$ cat src/rtl/dm_arbiter_pkg.sv
// Shared encodings and widths for the data-memory arbiter, its RAM and the board top.
`default_nettype none

package dm_arbiter_pkg;

  localparam int DM_ADDR_W = 6;
  localparam int DM_DATA_W = 32;

  typedef enum logic [1:0] {
    S_IDLE   = 2'd0,
    S_ACCESS = 2'd1,
    S_RESP   = 2'd2
  } dm_state_e;

endpackage

`default_nettype wire

$ cat src/rtl/dm_arbiter_rr_arb2.sv
// Two-way round-robin picker: a lone requester wins, a tie goes to the pointer owner.
`default_nettype none

module rr_arb2 (
  input  logic [1:0] req_i,
  input  logic       ptr_i,
  output logic [1:0] gnt_o
);

  always_comb begin
    gnt_o = req_i;
    if (req_i == 2'b11) begin
      gnt_o = ptr_i ? 2'b10 : 2'b01;
    end
  end

endmodule

`default_nettype wire

$ cat src/rtl/dm_arbiter.sv
// Round-robin sequencer sharing the data-memory RAM between the core and the debug port.
`default_nettype none

module dm_arbiter
  import dm_arbiter_pkg::*;
#(
  parameter int ADDR_W  = DM_ADDR_W,
  parameter int DATA_W  = DM_DATA_W,
  parameter int RAM_LAT = 1
) (
  input  logic              clk,
  input  logic              rst_n,
  input  logic [1:0]        req_valid,
  input  logic [1:0]        req_we,
  input  logic [ADDR_W-1:0] req_addr0,
  input  logic [ADDR_W-1:0] req_addr1,
  input  logic [DATA_W-1:0] req_wdata0,
  input  logic [DATA_W-1:0] req_wdata1,
  output logic [1:0]        req_ready,
  output logic [1:0]        rsp_valid,
  output logic [DATA_W-1:0] rsp_rdata,
  output logic              Mem_Write,
  output logic [ADDR_W-1:0] DM_Addr,
  output logic [DATA_W-1:0] M_W_Data,
  input  logic [DATA_W-1:0] M_R_Data
);

  if ((RAM_LAT < 1) || (RAM_LAT > 4)) begin : g_bad_ram_lat
    $error("dm_arbiter: RAM_LAT must be within 1..4");
  end

  dm_state_e         state_q, state_d;
  logic              ptr_q, ptr_d;
  logic [1:0]        cnt_q, cnt_d;
  logic              win_q, win_d;
  logic              we_q, we_d;
  logic [ADDR_W-1:0] addr_q, addr_d;
  logic [DATA_W-1:0] wdata_q, wdata_d;
  logic              mw_q, mw_d;
  logic [DATA_W-1:0] rdata_q, rdata_d;
  logic [1:0]        gnt;
  logic              sel;

  rr_arb2 u_rr_arb2 (
    .req_i (req_valid),
    .ptr_i (ptr_q),
    .gnt_o (gnt)
  );

  assign sel = gnt[1];

  always_comb begin
    state_d   = state_q;
    ptr_d     = ptr_q;
    cnt_d     = cnt_q;
    win_d     = win_q;
    we_d      = we_q;
    addr_d    = addr_q;
    wdata_d   = wdata_q;
    mw_d      = 1'b0;
    rdata_d   = rdata_q;
    req_ready = 2'b00;
    rsp_valid = 2'b00;

    case (state_q)
      S_IDLE: begin
        if (gnt != 2'b00) begin
          req_ready = gnt;
          win_d     = sel;
          we_d      = sel ? req_we[1]  : req_we[0];
          addr_d    = sel ? req_addr1  : req_addr0;
          wdata_d   = sel ? req_wdata1 : req_wdata0;
          // Write strobe is registered so it covers only the first ACCESS cycle.
          mw_d      = sel ? req_we[1]  : req_we[0];
          cnt_d     = 2'(RAM_LAT - 1);
          state_d   = S_ACCESS;
        end
      end
      S_ACCESS: begin
        if (cnt_q == 2'd0) begin
          if (!we_q) begin
            rdata_d = M_R_Data;
          end
          state_d = S_RESP;
        end else begin
          cnt_d = cnt_q - 2'd1;
        end
      end
      S_RESP: begin
        rsp_valid = win_q ? 2'b10 : 2'b01;
        ptr_d     = ~win_q;
        state_d   = S_IDLE;
      end
      default: state_d = S_IDLE;
    endcase
  end

  always_ff @(posedge clk or negedge rst_n) begin
    if (!rst_n) begin
      state_q <= S_IDLE;
      ptr_q   <= 1'b0;
      cnt_q   <= 2'd0;
      win_q   <= 1'b0;
      we_q    <= 1'b0;
      addr_q  <= '0;
      wdata_q <= '0;
      mw_q    <= 1'b0;
      rdata_q <= '0;
    end else begin
      state_q <= state_d;
      ptr_q   <= ptr_d;
      cnt_q   <= cnt_d;
      win_q   <= win_d;
      we_q    <= we_d;
      addr_q  <= addr_d;
      wdata_q <= wdata_d;
      mw_q    <= mw_d;
      rdata_q <= rdata_d;
    end
  end

  assign Mem_Write = mw_q;
  assign DM_Addr   = addr_q;
  assign M_W_Data  = wdata_q;
  assign rsp_rdata = rdata_q;

endmodule

`default_nettype wire
$ cat config.mk
export PLATFORM = sky130hd
export DESIGN_NAME = dm_arbiter
export DESIGN_NICKNAME = d
export VERILOG_FILES = /design/src/rtl/dm_arbiter_pkg.sv /design/src/rtl/dm_arbiter_rr_arb2.sv /design/src/rtl/dm_arbiter.sv
export SDC_FILE = /design/constraint.sdc
export NUM_CORES = 1
export LEC_CHECK = 0
export ABC_AREA = 1
export BUFFER_PORTS_ARGS = -buffer_cell sky130_fd_sc_hd__buf_2
export CORE_AREA = 2 2 85 119
export DETAILED_ROUTE_END_ITERATION = 10
export DIE_AREA = 0 0 87 121
export PLACE_DENSITY_LB_ADDON = 0.2
export REMOVE_ABC_BUFFERS = 1
export SLEW_MARGIN = 10
export SYNTH_ARGS = -nofsm -noshare
export SYNTH_HDL_FRONTEND = slang
export SYNTH_SLANG_ARGS = --single-unit
$ cat constraint.sdc
create_clock -name clk -period 1.5 [get_ports clk]
set_clock_uncertainty 0.1 [all_clocks]
set_input_delay 0.075 -clock clk [delete_from_list [all_inputs] [get_ports clk]]
set_output_delay 0.075 -clock clk [all_outputs]
set_load 0.02 [all_outputs]
==> results.json, run 1 <==
{
  "status": "completed",
  "clkLatencyLatePin_ns": 0.32,
  "slew_viol_final": 0,
  "end_kind": "output pin",
  "start_kind": "register",
  "top_layer_used": "met4",
  "drt_pre_antenna_iters": 5,
  "grt-ovfl-total": 0,
  "drc": 0,
  "dieArea_um2": 10500,
  "max_cap_viol_count": 0,
  "multiInputGateArea_um2": 1470,
  "wl_met1_um": 5090,
  "synth_largest_area_cell": "dfrtp_1",
  "grt_pass1_wl_um": 21200,
  "drt_iter0_drc": 218,
  "dpl.hpwl_um": 7520,
  "routedWlPerCell_um": 14.2,
  "final-hold-violation-count": 0,
  "synth_top_area_share_pct": 50.3,
  "synth-seq-cells": 78,
  "grt_usage_pct": 25.4,
  "pin_count": 189,
  "synth_cell_types": 18,
  "worst_hold_slack_ns": 0.0248,
  "portBuffers": 188,
  "clock_sinks": 78,
  "met2_length_um": 6670,
  "cts_buffer_depth": 2,
  "powerDensity_nw_per_um2": 1820,
  "cts_tree": "done",
  "ys.warnings.count": 0,
  "dr_wl_met3_um": 1100,
  "vias": 4587,
  "die_h_um": 121,
  "layout_common_cells": "183 x buf_2, 153 x nand2_1, 151 x nand3_1",
  "wl_um": 13200,
  "finalNetCount": 929,
  "worst_hold_path_type": "input port to register",
  "clock.fmax_ghz": 0.682,
  "p_leak_nw": 3.73,
  "grt_max_degree": 79,
  "netlist_area_um2": 3880,
  "drive_gt1_share_pct": 29.1,
  "setup_viol": 0,
  "layout_commonest_cell": "buf_2",
  "rows": 42,
  "grt_setup_unrepaired": "yes",
  "layout.cells.non_filler": 929,
  "vias_per_cell": 4.94,
  "diodes": 0,
  "grt_pass1_vias": 4715,
  "ys_seq_area_share_pct": 50.3,
  "layout.area.seq_um2": 1950,
  "tightestPinTransition_ns": 0.410,
  "syn_inst": 521,
  "relSlewSlack_pct": 72.7,
  "start_util_pct": 41.2,
  "drtAntennaViolNets": 0,
  "place_inst": 802,
  "irDropWorstVdd_mv": 0.746,
  "nFillCells": 716,
  "cts_buffers": 9,
  "area_delta_synth_final_pct": 67.2,
  "clkSlewWorstSetupHoldPaths_ns": 0.06,
  "path_max_fanout": 5,
  "die-width_um": 87,
  "core_um2": 9410,
  "worst_ep_required_time_ns": 1.32,
  "worstSetupPathType": "register to output pin",
  "final_util_pct": 69.0,
  "period_minus_slack_ns": 1.47,
  "antenna_found_initial": 0,
  "yosys-top-cells-area": "dfrtp_1 50%, nand3_1 19%, nand2_1 15%, inv_1 8.3%, buf_2 3.2%",
  "avgSynthCellArea_um2": 7.44,
  "fin_crit_sh_pct": 97.7,
  "cts_root_buf": "clkbuf_16",
  "arrival_ns": 1.29,
  "gp_congestion": 0.724,
  "htree_levels": 3
}
==> area by class of cell <==
class,instances,area share (%)
Clock buffer,9,3.47
Clock inverter,7,1.00
Inverter,87,5.03
Multi-Input combinational cell,322,22.7
Sequential cell,78,30.1
Tap cell,110,2.12
Timing Repair Buffer,316,35.6
==> sequential cells by signal, indices dropped and copies added, names as in the netlist <==
name / count
Mem_Write: 1
M_W_Data: 32
win_q: 1
DM_Addr: 6
cnt_q: 2
state_q: 2
rsp_rdata: 32
we_q: 1
ptr_q: 1
==> critical path, stage by stage (launching register included) <==
cell	delay, ns
dfrtp_1	0.43
inv_2	0.11
nand2_1	0.13
nor2_2	0.17
buf_6	0.13
==> final timing paths <==
kind,start,endpoint,slack (ns),cells after the start
worst min register to register,rsp_rdata[24],rsp_rdata[24],0.37,2
worst max-delay path,state_q[0],req_ready[1],0.03,4
min in group asynchronous,rst_n,rsp_rdata[10],0.23,3
worst max register to register,cnt_q[0],rsp_rdata[12],0.08,8
worst min-delay path,req_we[0],we_q,0.02,5
max in group asynchronous,rst_n,state_q[1],0.75,3
==> cells by family after synthesis <==
family / synth area share (%)
buf+inv: 12.9
simple gates: 36.0
flops: 50.3
compound gates: 0.484
fa+ha+maj: 0.323
==> metrics by stage <==
stage	setup TNS (ns)	setup slack [ns]	total power [mW]	area [um^2]
finish	0	0.0340	11.8	6490
CTS	-0.0214	-0.0214	11.8	6450
floorplan	-55.13	-1.41	6.98	3700
detailed placement	0	0.0646	9.35	5040
global placement	0	0.118	9.24	5040
global route	-0.0284	-0.0205	12.7	6490
==> synth_stat cells <==
| library cell | number |
|---|---|
| inv_1 | 86 |
| ha_1 | 1 |
| o21ai_0 | 1 |
| and3_1 | 1 |
| buf_6 | 1 |
| nor2_1 | 6 |
| o21ai_2 | 1 |
| clkbuf_1 | 6 |
| nor2_2 | 2 |
| nand3_1 | 151 |
| nand2_1 | 155 |
| buf_4 | 2 |
| a21oi_1 | 1 |
| dfrtp_1 | 78 |
| nor3_1 | 2 |
| inv_2 | 1 |
| buf_2 | 25 |
| nand4_1 | 1 |
==> where the power goes <==
| part | internal, mW | switching, mW | leakage, nW |
|---|---|---|---|
| combinational | 2.20 | 3.76 | 2.64 |
| clock | 1.27 | 0.817 | 0.141 |
| sequential | 3.16 | 0.609 | 0.950 |
==> what timing repair did <==
action                     CTS  global route
resized for setup            7            11
hold endpoints to repair   148             0
buffers inserted             1             1
setup endpoints to repair    2            36
hold buffers               109             0
pin swaps                    1             2
==> layer usage <==
metal  up-vias  GRT usage (%)
met5         -              0
met4         0           11.4
met3        34           6.87
met2       253           44.5
met1      2096           28.0
li1       2204              -
No activity file was read; power rests on OpenSTA's default activity.
==> run 2, diff against run 1 <==
Settings changed: CORE_AREA 2 2 85 119 to 2 2 82 123, DIE_AREA 0 0 87 121 to 0 0 84 125.
==> results.json, run 2 (synthesis gave the netlist of run 1 again) <==
{
  "max_cap_viol_count": 0,
  "start_kind": "register",
  "core_um2": 9520,
  "vias_per_cell": 4.94,
  "finalNetCount": 935,
  "irDropWorstVdd_mv": 1.19,
  "setup_ws_ns": 0.0401,
  "grt_setup_unrepaired": "yes",
  "drive_gt1_share_pct": 29.7,
  "drtAntennaViolNets": 0,
  "routedWlPerCell_um": 14.8,
  "layout.area.seq_um2": 1950,
  "tightestPinTransition_ns": 0.310,
  "final-hold-violation-count": 0,
  "diodes": 0,
  "setup_viol": 0,
  "worst_hold_slack_ns": 0.0301,
  "vias": 4647,
  "worst_ep_required_time_ns": 1.32,
  "fin_setup_tns_ns": 0,
  "die-width_um": 84,
  "drt_iter0_drc": 240,
  "clock.fmax_ghz": 0.685,
  "cts_buffers": 9,
  "slew_viol_final": 0,
  "dieArea_um2": 10500,
  "pin_count": 189,
  "layout_common_cells": "184 x buf_2, 152 x nand2_1, 151 x nand3_1",
  "path_max_fanout": 5,
  "design_power_total_mw": 12.4,
  "grt-ovfl-total": 0,
  "htree_levels": 3,
  "hold_depth": 5,
  "r2r-start": "cnt_q[0]",
  "arrival_ns": 1.28,
  "drc": 0,
  "wl_um": 13900,
  "cts_root_buf": "clkbuf_16",
  "grt_pass1_wl_um": 21800,
  "clkLatencyLatePin_ns": 0.32,
  "cts_buffer_depth": 2,
  "gp_congestion": 0.804,
  "status": "completed",
  "fin_crit_sh_pct": 97.3,
  "worstSetupPathType": "register to output pin",
  "p_leak_nw": 3.85,
  "powerDensity_nw_per_um2": 1860,
  "drt_pre_antenna_iters": 5,
  "dpl_cell_area_um2": 5040,
  "portBuffers": 188,
  "end_kind": "output pin",
  "r2r.worst_path.cells": 8,
  "period_minus_slack_ns": 1.46,
  "min_to": "Mem_Write",
  "antenna_found_initial": 0,
  "clock_sinks": 78,
  "worst_hold_path_type": "input port to register",
  "grt_pass1_vias": 4581,
  "die_h_um": 125,
  "relSlewSlack_pct": 79.3,
  "final_area_um2": 6680,
  "r2r-end": "rsp_rdata[12]",
  "r2r_setup_slack_ns": 0.04,
  "nFillCells": 673,
  "start_util_pct": 40.7,
  "cts_tree": "done",
  "layout_commonest_cell": "buf_2",
  "dpl.hpwl_um": 7480,
  "dp_slack_ns": 0.0651,
  "area_delta_synth_final_pct": 72.3,
  "rows": 44,
  "grt_usage_pct": 25.3,
  "grt_max_degree": 37,
  "multiInputGateArea_um2": 1490,
  "clkSlewWorstSetupHoldPaths_ns": 0.06,
  "hold_start": "req_we[0]"
}
run 2: final cells by class:
| type | count | share of cell area [%] |
|---|---|---|
| repair buffers | 322 | 36.4 |
| clock buffers | 11 | 3.78 |
| multi-input cells | 322 | 22.2 |
| well taps | 115 | 2.15 |
| clock inverters | 5 | 1.22 |
| flip-flops and latches | 78 | 29.2 |
| inverters | 87 | 4.92 |
run 2: where the power goes:
part	switching [mW]	internal, mW
Sequential	0.609	3.17
Combinational	3.89	2.41
Clock	0.813	1.55
run 2: worst max path at each step:
stage                    start            end  slack, ns
floorplan             cnt_q[0]   rsp_rdata[0]      -1.41
global placement      cnt_q[0]   rsp_rdata[0]       0.12
detailed placement    cnt_q[0]  rsp_rdata[19]       0.07
CTS                 state_q[1]   req_ready[1]    -0.0007
global route          cnt_q[0]  rsp_rdata[12]      -0.03
finish              state_q[0]   req_ready[1]       0.04
run 2: critical path, cell delays in order (launching register included):
cell and delay (ns):
dfrtp_2 0.44, inv_2 0.11, nand2_1 0.13, nor2_1 0.13, buf_4 0.15
run 2: what timing repair did:
| item | CTS | global route |
|---|---|---|
| pin swaps | 0 | 2 |
| endpoints found under the setup margin | 3 | 36 |
| hold buffers | 109 | 0 |
| buffers inserted | 2 | 2 |
| hold endpoints to repair | 148 | 0 |
| gates resized for setup | 7 | 14 |
| cloned | 2 | 3 |
run 2: layer usage:
metal	vias up	wire [um]	GRT usage (%)
li1	2211	-	-
met1	2144	5470	32.0
met2	271	6960	42.7
met3	21	1250	5.68
met4	0	239	8.54
met5	-	0	0
run 2: stage by stage:
stage               util, %  cells
floorplan                 -    487
global placement       52.9    806
detailed placement     52.9    806
CTS                    68.9    935
global route           70.2    940
finish                 70.2    940
==> run 3, diff against run 2 <==
Settings changed: CORE_AREA 2 2 82 123 to 2 2 79 119, DIE_AREA 0 0 84 125 to 0 0 81 121, SYNTH_HIERARCHICAL from default to 1.
==> results.json, run 3 <==
{
  "status": "completed",
  "period_minus_slack_ns": 1.46,
  "synth-seq-cells": 78,
  "final_area_um2": 6280,
  "clkLatencyLatePin_ns": 0.33,
  "worst_ep_required_time_ns": 1.32,
  "synth-async-reset-ratio_pct": 100,
  "drc": 0,
  "avgSynthCellArea_um2": 7.47,
  "drtAntennaViolNets": 0,
  "dpl.hpwl_um": 6600,
  "synth_adder_area_share_pct": 0.353,
  "routedWlPerCell_um": 13.7,
  "diodes": 0,
  "max_stage_delay_ns": 0.44,
  "clkSlewWorstSetupHoldPaths_ns": 0.06,
  "synth_cell_types": 17,
  "synth_xor_area_share_pct": 0,
  "grt_busiest_layer": "met2",
  "core_um2": 8720,
  "synth_enable_flop_cells": 0,
  "netlist_area_um2": 3550,
  "ys_top_cells_by_count": "308 x nand2_1, 78 x dfrtp_1, 36 x nand3_1",
  "grt_pass1_wl_um": 18800,
  "start_util_pct": 40.6,
  "grt-ovfl-total": 0,
  "intPower_mw": 6.61,
  "clkPwrFrac_pct": 19.8,
  "area_delta_synth_final_pct": 77.1,
  "dieArea_um2": 9800,
  "synth_largest_area_cell": "dfrtp_1",
  "arrival_ns": 1.28,
  "drt_iter0_drc": 212,
  "grt_usage_pct": 24.9,
  "ys_seq_area_share_pct": 55.0,
  "synth-main-ff-cell": "dfrtp_1",
  "cts_buffers": 9,
  "grt_setup_unrepaired": "yes",
  "ys.warnings.count": 6,
  "grt_max_degree": 38,
  "dp_slack_ns": 0.0362,
  "htree_levels": 3,
  "final-hold-violation-count": 0,
  "start_kind": "register",
  "worstSetupPathType": "register to output pin",
  "relSlewSlack_pct": 74.3,
  "layout_common_cells": "305 x nand2_1, 184 x buf_2, 111 x dlygate4sd3_1",
  "grtUsageMet3_pct": 6.25,
  "clock.fmax_ghz": 0.685,
  "r2r.worst_path.cells": 8,
  "powerDensity_nw_per_um2": 1830,
  "drt_pre_antenna_iters": 4,
  "path_max_fanout": 5,
  "path_cells": "nor2_2, inv_1, nor2_1, buf_4",
  "setup_ws_ns": 0.0401,
  "yosys-top-cells-area": "dfrtp_1 55%, nand2_1 33%, nand3_1 5.1%, buf_2 2.4%, inv_1 0.95%",
  "cts_tree": "done",
  "use_met2_pct": 42.6,
  "final_util_pct": 72.0,
  "rows": 42,
  "synth_top_area_share_pct": 55.0,
  "met1_usage_pct": 28.1,
  "die-width_um": 81,
  "portBuffers": 188,
  "fin_crit_sh_pct": 97.3,
  "clock_sinks": 78,
  "max_cap_viol_count": 0,
  "syn_inst": 475,
  "wl_um": 12300,
  "tightestPinTransition_ns": 0.386,
  "layout_commonest_cell": "nand2_1",
  "grt_pass1_vias": 4158,
  "cts_buffer_depth": 2,
  "synth.most_common_cell": "nand2_1",
  "pin_count": 189,
  "drive_gt1_share_pct": 30.5,
  "finalNetCount": 897,
  "gp_congestion": 0.720,
  "cts_root_buf": "clkbuf_16",
  "worst_hold_path_type": "input port to asynchronous set/reset pin",
  "antenna_found_initial": 0,
  "p_comb_share_pct": 48.5,
  "synth-simple-area-share_pct": 39.2,
  "setup_viol": 0,
  "switching_power_mw": 4.90,
  "seqPwrFrac_pct": 31.7,
  "end_kind": "output pin",
  "p_leak_nw": 3.60,
  "fin_setup_tns_ns": 0,
  "synth_top_family_by_area": "simple AND/OR/NAND/NOR gates",
  "vias_per_cell": 4.71,
  "switching_share_pct": 42.6,
  "synth_compound_area_share_pct": 0.423,
  "slew_viol_final": 0,
  "irDropWorstVdd_mv": 1.08,
  "dpl_cell_area_um2": 4670,
  "die_h_um": 121,
  "crit_slowest_cell": "dfrtp_2",
  "vias": 4228,
  "synthMuxAreaShare_pct": 0
}
[run 3: timing repair]
item | 4_1_cts | 5_1_grt
pin swaps | 1 | 6
cloned | 2 | 1
hold buffers | 111 | 0
endpoints found under the setup margin | 1 | 45
endpoints found under the hold margin | 150 | 0
setup buffers | 3 | 2
gates resized for setup | 2 | 20
[run 3: path summary, 6_finish.rpt]
path                          startpoint            end  slack (ns)
min                                rst_n   M_W_Data[11]        0.11
max                           state_q[0]   req_ready[0]        0.04
max in group asynchronous          rst_n     state_q[0]        0.62
max reg2reg                        ptr_q   M_W_Data[10]        0.07
min reg2reg                rsp_rdata[11]  rsp_rdata[11]        0.37
min in group clk            req_valid[0]    M_W_Data[3]        0.34
[run 3: final cells by class]
cell class              instances  area, um^2
well taps                     110         138
flip-flops and latches         78        1950
repair buffers                321        2370
inverters                      13        53.8
clock inverters                 6        86.3
fillers                       646        2440
clock buffers                  10         229
multi-input cells             359        1450
[run 3: per-stage QoR]
| stage | cells | hold WS [ns] | power, mW |
|---|---|---|---|
| 2_1_floorplan | 450 | -0.321 | 6.60 |
| 3_3_place_gp | 762 | -0.0754 | 8.54 |
| 3_5_place_dp | 762 | -0.0690 | 8.67 |
| 4_1_cts | 894 | 0.108 | 11.3 |
| 5_1_grt | 897 | 0.156 | 12.3 |
| 6_report | 897 | 0.114 | 11.5 |
[run 3: power by group through the flow]
| stage | Combinational [mW] | Sequential, mW | Clock (mW) |
|---|---|---|---|
| 6_report | 5.58 | 3.65 | 2.28 |
| 5_1_grt | 6.11 | 3.77 | 2.40 |
| 4_1_cts | 5.38 | 3.63 | 2.32 |
| 3_5_place_dp | 5.03 | 3.64 | 0 |
| 3_3_place_gp | 4.89 | 3.65 | 0 |
| 2_1_floorplan | 1.86 | 4.74 | 0 |
[run 3: logic make-up after synthesis]
logic type | count (synthesis)
AO/OA/AOI/OAI | 3
buffers and inverters | 38
adder cells (fa/ha/maj) | 1
AND/OR/NAND/NOR | 355
flip-flops | 78
[run 3: worst max-delay path: cells and delay by family, from the launching register on]
| kind | cells | cell delay (ns) |
|---|---|---|
| buffers and inverters | 2 | 0.24 |
| flip-flops | 1 | 0.44 |
| AND/OR/NAND/NOR | 2 | 0.27 |
[run 3: layer usage]
layer | vias up | part of all wire (%)
met4 | 0 | 2.6
met3 | 30 | 7.9
li1 | 2066 | -
met2 | 208 | 51
met1 | 1924 | 39
met5 | - | 0
